--- src/rtl/ebus_responder.sv ---
// ============================================================================
// Module      : ebus_responder
// Description : KL10 EBUS device-side responder (CONO/CONI/DATAO/DATAI).
// Revision    : 1.0 - initial release
// ============================================================================
`default_nettype none
`timescale 1ns/1ps

module ebus_responder #(
  parameter logic [6:0] DEVICE_CS = 7'o20
) (
  input  logic        clk,
  input  logic        CROBAR,
  input  logic [0:6]  ebusCS,
  input  logic [0:2]  ebusFunc,
  input  logic        ebusDemand,
  input  logic [0:35] ebusData,
  output logic        ebusXfer,
  output logic        driving,
  output logic [0:35] drvData,
  output logic [1:7]  ebusPI,
  input  logic [18:23] status,
  input  logic        doneSet,
  output logic        dataoValid,
  output logic [0:35] dataoData,
  input  logic        dataoReady,
  input  logic        dataiValid,
  input  logic [0:35] dataiData,
  output logic        dataiTake,
  output logic [24:35] conReg,
  output logic        done
);

  localparam logic [2:0] S_IDLE  = 3'd0;
  localparam logic [2:0] S_DOUT  = 3'd1;
  localparam logic [2:0] S_DIN   = 3'd2;
  localparam logic [2:0] S_DRIVE = 3'd3;
  localparam logic [2:0] S_XFER  = 3'd4;

  localparam logic [2:0] C_F_CONO  = 3'd0;
  localparam logic [2:0] C_F_CONI  = 3'd1;
  localparam logic [2:0] C_F_DATAO = 3'd2;
  localparam logic [2:0] C_F_DATAI = 3'd3;

  logic [2:0]  state_q, state_d;
  logic        drv_sel_q, drv_sel_d;
  logic [35:0] drv_data_q, drv_data_d;
  logic [35:0] datao_q, datao_d;
  logic [11:0] conreg_q, conreg_d;
  logic        done_q, done_d;
  logic [6:0]  pi_q, pi_d;
  logic        cono_clr;
  logic        w_start;
  logic [2:0]  w_func;

  // CONI reads the done flag in place of live status bit 23.
  logic unused_status;
  assign unused_status = status[23];

  assign w_func  = ebusFunc;
  assign w_start = ebusDemand && (ebusCS == DEVICE_CS) && (w_func <= C_F_DATAI);

  always_ff @(posedge clk or posedge CROBAR) begin
    if (CROBAR) begin
      state_q    <= S_IDLE;
      drv_sel_q  <= 1'b0;
      drv_data_q <= '0;
      datao_q    <= '0;
      conreg_q   <= '0;
      done_q     <= 1'b0;
      pi_q       <= '0;
    end else begin
      state_q    <= state_d;
      drv_sel_q  <= drv_sel_d;
      drv_data_q <= drv_data_d;
      datao_q    <= datao_d;
      conreg_q   <= conreg_d;
      done_q     <= done_d;
      pi_q       <= pi_d;
    end
  end

  always_comb begin
    state_d    = state_q;
    drv_sel_d  = drv_sel_q;
    drv_data_d = drv_data_q;
    datao_d    = datao_q;
    conreg_d   = conreg_q;
    cono_clr   = 1'b0;
    case (state_q)
      S_IDLE: begin
        if (w_start) begin
          case (w_func)
            C_F_CONO: begin
              conreg_d  = ebusData[24:35];
              cono_clr  = ebusData[23];
              drv_sel_d = 1'b0;
              state_d   = S_XFER;
            end
            C_F_CONI: begin
              drv_data_d = {18'b0, status[18:22], done_q, conreg_q};
              drv_sel_d  = 1'b1;
              state_d    = S_DRIVE;
            end
            C_F_DATAO: begin
              datao_d   = ebusData;
              drv_sel_d = 1'b0;
              state_d   = S_DOUT;
            end
            default: begin
              drv_sel_d = 1'b1;
              state_d   = S_DIN;
            end
          endcase
        end
      end
      S_DOUT: begin
        if (!ebusDemand)     state_d = S_IDLE;
        else if (dataoReady) state_d = S_XFER;
      end
      S_DIN: begin
        if (!ebusDemand) begin
          state_d = S_IDLE;
        end else if (dataiValid) begin
          drv_data_d = dataiData;
          state_d    = S_DRIVE;
        end
      end
      S_DRIVE: state_d = ebusDemand ? S_XFER : S_IDLE;
      S_XFER:  if (!ebusDemand) state_d = S_IDLE;
      default: state_d = S_IDLE;
    endcase

    // Set wins over a simultaneous CONO clear.
    done_d = done_q;
    if (cono_clr) done_d = 1'b0;
    if (doneSet)  done_d = 1'b1;

    pi_d = '0;
    for (int p = 1; p <= 7; p++) begin
      pi_d[7-p] = done_q && (conreg_q[2:0] == 3'(p));
    end
  end

  always_comb begin
    ebusXfer   = (state_q == S_XFER);
    driving    = (state_q == S_DRIVE) || ((state_q == S_XFER) && drv_sel_q);
    drvData    = driving ? drv_data_q : '0;
    dataoValid = (state_q == S_DOUT);
    dataoData  = datao_q;
    dataiTake  = (state_q == S_DIN) && ebusDemand && dataiValid;
    conReg     = conreg_q;
    done       = done_q;
    ebusPI     = pi_q;
  end

endmodule

`default_nettype wire

--- config.mk ---
export PLATFORM = sky130hd
export DESIGN_NAME = ebus_responder
export DESIGN_NICKNAME = d
export VERILOG_FILES = /design/src/rtl/ebus_responder.sv
export SDC_FILE = /design/constraint.sdc
export NUM_CORES = 1
export LEC_CHECK = 0
export CAP_MARGIN = 5
export CORE_ASPECT_RATIO = 1.75
export CORE_MARGIN = 4
export CORE_UTILIZATION = 29
export CTS_BUF_LIST = sky130_fd_sc_hd__clkbuf_16
export CTS_CLUSTER_DIAMETER = 30
export DETAILED_ROUTE_END_ITERATION = 10
export SYNTH_ARGS = -nofsm -noshare
export SYNTH_HDL_FRONTEND = slang
export SYNTH_SLANG_ARGS = --single-unit
--- constraint.sdc ---
create_clock -name clk -period 6.1 [get_ports clk]
set_input_delay 1.83 -clock clk [delete_from_list [all_inputs] [get_ports clk]]
set_output_delay 1.83 -clock clk [all_outputs]
set_load 0.02 [all_outputs]
==> qor.yml, run 1 <==
wl_met3_microns: 682
slew_violations: 0
track_usage_pct: 14.3
final_cells: 672
synth_nets: 399
crit_arrival_ps: 3280
final_core_util_pct: 47.0
path_buf_inv: 2
worst_pin_slew_ps: 1080
end_kind: "output pin"
critPathMaxFanout: 6
hold_ws_ps: 490
syn_inst: 305
clk_latency_ps: 330
min_path_type: "reg2reg"
die_height_microns: 167
ys_warn_count: 0
place_inst: 658
wl_per_cell_microns: 17.4
multi_input_area_sq_um: 1690
timing_hold_violations_final: 0
synth_flop_cell: "dfrtp_1"
vias_per_cell: 4.53
finClkSkew_ps: 6.28
cap_violations: 0
htree_levels: 3
synth_edf_count: 0
route.detailed.drc: 0
syn_avg_cell_area_sq_um: 13.7
yosysUniqueCellTypes: 33
worstPathRequired_ps: 4270
rsz0062_at_grt: "no"
slowest_delay_ps: 630
cp-start-kind: "input pin"
drive_gt1_share_pct: 22.8
place_congestion: 0.780
synth_area_sq_um: 4170
drtAntennaViolNets: 0
cts_buffer_depth: 2
wl_met1_mm: 4.14
path_clk_slew_ps: 60
seq_area_sq_um: 2400
p_leak_nw: 2.97
rows: 57
relSlewSlack_pct: 28.1
top_level_ports: 190
drt-total-wl_mm: 11.7
area_growth_pct: 57.6
grt_pass1_vias: 3449
wl_met2_mm: 6.47
core_sq_um: 14000
start_util_pct: 29.8
cp_slowest_cell: "clkdlybuf4s50_1"
clockRootBuffer: "clkbuf_16"
port-buffer-count: 188
crit_family: "buffers and inverters"
drt_pass1_iterations: 4
setup_tns_ps: 0
dieArea_sq_um: 16400
post_cts_buffers: 0
finalInstanceArea_sq_um: 6570
synth_async_sr_flop_share_pct: 100
diodes: 0
irDropWorstVdd_uv: 140
via_count: 3047
grt-ovfl-total: 0
numCtsBuffers: 9
synth_seq_cells: 96
grt_pass1_wl_mm: 18.5
nNetsFinal: 586
cts.hold.buffers_added: 0
cts_resized: 0
status: "finished, final reports clean"
top_layer_used: "met4"
grt_max_degree: 70
dp_hpwl_mm: 8.84
dr.first_iter.drc_count: 55
fillers: 1293
die_w_microns: 98.6
antenna_found_initial: 0
worstSetupPathType: "in2out"
power.density_nw_per_um2: 260
synth_seq_area_share_pct: 57.7
cts_sinks: 96
place_area_sq_um: 6230
setup_viol: 0
min_period_ps: 5110
path_cells: "clkdlybuf4s50_1 > and3_1 > clkdlybuf4s50_1"
fmax_ghz: 0.196
cts_tree: "yes"
timing.final.crit_share_pct: 83.7
cpMostUsedCell: "clkdlybuf4s50_1"
## synthesized netlist by cell type, drive strengths merged, types with 2 or more instances
cell type / count / area (sq um)
a21oi: 3 / 15.0
a22o: 18 / 158
and2: 36 / 225
buf: 7 / 55.1
clkbuf: 9 / 33.8
dfrtp: 96 / 2400
inv: 2 / 7.51
mux2: 84 / 976
nand2: 6 / 22.5
nand2b: 6 / 37.5
nor2: 12 / 45.0
nor3: 3 / 15.0
nor3b: 3 / 22.5
o21ai: 4 / 20.0
or3: 2 / 18.8
or4: 3 / 26.3
## cells in the final DEF, fill, tap and decap left out, types with 3 or more instances in the layout
master             n
a22o_1            18
and2_1            36
buf_4              4
bufinv_16          3
clkbuf_16          9
clkdlybuf4s50_1  188
dfrtp_1           96
mux2_2            76
mux2_4             8
nand2_1            6
nand2b_1           6
nor2_1            12
nor3_1             3
o21ai_0            4
## per-layer routing
layer  GRT usage [%]  vias up
li1                -     1451
met1            14.3     1462
met2            27.1      114
met3            3.52       20
met4            6.96        0
met5               0        -
## kinds of logic after synthesis
logic type / synth area share, %
AOI/OAI and AO/OA: 5.23
xor gates and xnor gates: 0.210
buffers and inverters: 2.31
DFF: 57.7
muxes: 23.4
and+or+nand+nor: 11.1
## power by group
group	total, W	switching (W)	internal, W	leakage, nW
registers	0.000785	0.0000469	0.000738	1.30
clock network	0.000629	0.000232	0.000397	0.158
logic	0.000291	0.000110	0.000181	1.51
total	0.00171	0.000389	0.00132	2.97
## through the flow
step                      total power [W]  setup slack [ps]
after floorplan                  0.000961              1590
after global placement            0.00108               949
after detailed placement          0.00109               956
after CTS                         0.00174               954
after global routing              0.00180               938
final                             0.00171               994
## path summary, 6_finish.rpt
path / startpoint / cells past startpoint / slack (ps) / end
min in group asynchronous: CROBAR / 2 / 2020 / dataoData[32]
worst max register to register: state_q[0] / 4 / 3280 / conReg[32]
worst min register to register: drv_data_q[34] / 1 / 490 / drv_data_q[34]
worst max-delay path: ebusDemand / 3 / 990 / dataiTake
worst min-delay path: drv_data_q[34] / 1 / 490 / drv_data_q[34]
max in group asynchronous: CROBAR / 3 / 3150 / drv_data_q[22]
## area by class of cell
| type | instances | area share, % |
|---|---|---|
| well taps | 177 | 3.37 |
| repair buffers | 192 | 29.1 |
| flip-flops and latches | 96 | 36.6 |
| multi-input cells | 191 | 25.7 |
| inverters | 2 | 0.152 |
| clock buffers | 9 | 3.43 |
| clock inverters | 5 | 1.62 |
## registers in the layout, indices dropped and copies added (netlist names)
signal      cells
conReg         12
dataoData      36
done            1
drv_data_q     36
drv_sel_q       1
ebusPI          7
state_q         3
Note: power is estimated with default switching activity, not from simulation.
==> inputs of run 2 (changes only) <==
==> constraint.sdc (replaced) <==
create_clock -name clk -period 4.2 [get_ports clk]
set_input_delay 1.26 -clock clk [delete_from_list [all_inputs] [get_ports clk]]
set_output_delay 1.26 -clock clk [all_outputs]
set_load 0.02 [all_outputs]
==> run 2 against run 1 <==
Final area rose by 0.34%. Register-to-register slack got worse by 1700 ps. Clock power rose by 37%. Power rose by 42%. Sequential power rose by 45%. Final cell count rose by 0.60%. Count of clock-buffer cells in the layout did not move. Setup slack got worse by 780 ps. Largest cell class unchanged. Highest routed layer unchanged.
==> qor.yml, run 2 (synthesized netlist as in run 1, its figures left out) <==
grt_pass1_vias: 3454  # +0.14%
fmax_ghz: 0.251
place_inst: 660  # +0.30%
track_usage_pct: 14.5  # +0.14 points
route.detailed.drc: 0  # unchanged
grt-ovfl-total: 0  # unchanged
grt_pass1_wl_mm: 18.7  # +1.3%
path_clk_slew_ps: 60  # about the same
dpl_worst_slack_ps: 180  # -776 ps
core_sq_um: 14000  # unchanged
cts_sinks: 96  # unchanged
fillers: 1320  # +2.1%
crit_arrival_ps: 2730  # -550 ps
cp-start-kind: "input pin"
power.density_nw_per_um2: 367  # +41%
critPathMaxFanout: 6  # unchanged
dp_hpwl_mm: 8.81  # -0.40%
cts_buffer_depth: 2  # unchanged
cts_resized: 0  # unchanged
relSlewSlack_pct: 27.4  # -0.70 points
clk_latency_ps: 340  # about the same
finClkSkew_ps: 8.59  # +2.31 ps
final_core_util_pct: 47.1  # +0.16 points
slew_violations: 0  # unchanged
top_level_ports: 190  # unchanged
timing.final.crit_share_pct: 94.9
setup_tns_ps: 0  # unchanged
wl_per_cell_microns: 17.1  # -1.5%
end_kind: "output pin"
cp_slowest_cell: "clkdlybuf4s50_1"
finalWorstSetupSlack_ps: 212  # -781 ps
htree_levels: 3  # unchanged
irDropWorstVdd_uv: 217  # +55%
die_w_microns: 98.6  # unchanged
cpMostUsedCell: "clkdlybuf4s50_1"
diodes: 0  # unchanged
cts.hold.buffers_added: 0  # unchanged
path_cells: "clkdlybuf4s50_1 > and3_1 > clkdlybuf4s50_1"
numCtsBuffers: 9  # unchanged
status: "finished, final reports clean"
fin_total_pwr_w: 0.00242  # +42%
worstPathRequired_ps: 2940  # -1330 ps
port-buffer-count: 188  # unchanged
min_period_ps: 3990
cts_tree: "yes"
drt_pass1_iterations: 4  # unchanged
worstSetupPathType: "in2out"
start_util_pct: 29.8  # unchanged
worst_pin_slew_ps: 1090  # +10.4 ps
die_height_microns: 167  # unchanged
clockRootBuffer: "clkbuf_16"
drtAntennaViolNets: 0  # unchanged
area_growth_pct: 58.2
final_common_cell: "clkdlybuf4s50_1"
setup_viol: 0  # unchanged
cap_violations: 0  # unchanged
rsz0062_at_grt: "no"
place_congestion: 0.770  # -1.2%
path_buf_inv: 2  # unchanged
drive_gt1_share_pct: 22.8  # about the same
slowest_delay_ps: 630  # about the same
final_cell_mix: "clkdlybuf4s50_1 (188), dfrtp_1 (96), mux2_2 (76)"
final_cells: 676  # +0.60%
drt-total-wl_mm: 11.6  # -0.88%
antenna_found_initial: 0  # unchanged
dr.first_iter.drc_count: 70  # +27%
crit_family: "buffers and inverters"
post_cts_buffers: 0  # unchanged
grt_max_degree: 56  # -20%
vias_per_cell: 4.58  # +0.94%
min_path_type: "reg2reg"
dieArea_sq_um: 16400  # unchanged
via_count: 3094  # +1.5%
timing_hold_violations_final: 0  # unchanged
rows: 57  # unchanged
nNetsFinal: 588  # +0.34%
p_leak_nw: 2.99  # +0.85%
[run 2: changes by cell type in the layout (fill, tap and decap cells not counted), sizes merged]
cell,change
inv,+3
buf,+2
bufinv,-1
clkinv,+1
clkinvlp,-1
[run 2: worst paths after layout]
check | from | slack [ps] | end | cells after the start
max | ebusDemand | 210 | dataiTake | 3
min | drv_sel_q | 490 | drv_sel_q | 2
max reg2reg | state_q[0] | 1630 | conReg[32] | 5
min reg2reg | drv_sel_q | 490 | drv_sel_q | 2
max in group asynchronous | CROBAR | 2160 | dataoData[0] | 3
min in group asynchronous | CROBAR | 1320 | ebusPI[7] | 2
[run 2: routing by layer]
| metal | GRT usage, % | vias up | part of all wire, % | wire (microns) |
|---|---|---|---|---|
| met3 | 3.81 | 13 | 6.4 | 746 |
| met2 | 27.7 | 118 | 56 | 6500 |
| met5 | 0 | - | 0 | 0 |
| li1 | - | 1450 | - | - |
| met1 | 14.7 | 1513 | 35 | 4110 |
| met4 | 5.35 | 0 | 2.0 | 226 |
[run 2: where the power goes]
part	leakage, nW	switching [W]	internal, W	total, W
Clock	0.164	0.000341	0.000519	0.000860
Sequential	1.30	0.0000681	0.00107	0.00114
Combinational	1.53	0.000157	0.000264	0.000421
[run 2: tightest hold or removal path: stages (launching register included)]
cell and delay, ps:
dfrtp_1 350, nand2_1 50, o21ai_0 60
[run 2: layout make-up]
type	count	area, sq um	share of cell area, %
Tap cell	177	221	3.36
Multi-Input combinational cell	191	1690	25.6
Timing Repair Buffer	194	1950	29.6
Sequential cell	96	2400	36.5
Inverter	2	10.0	0.152
Clock buffer	9	225	3.42
Clock inverter	7	88.8	1.35
[run 2: stage by stage]
stage	hold WS [ps]	cell area, sq um
CTS	494	6590
global route	504	6590
detailed placement	474	6270
floorplan	448	4170
global placement	476	6270
finish	487	6590
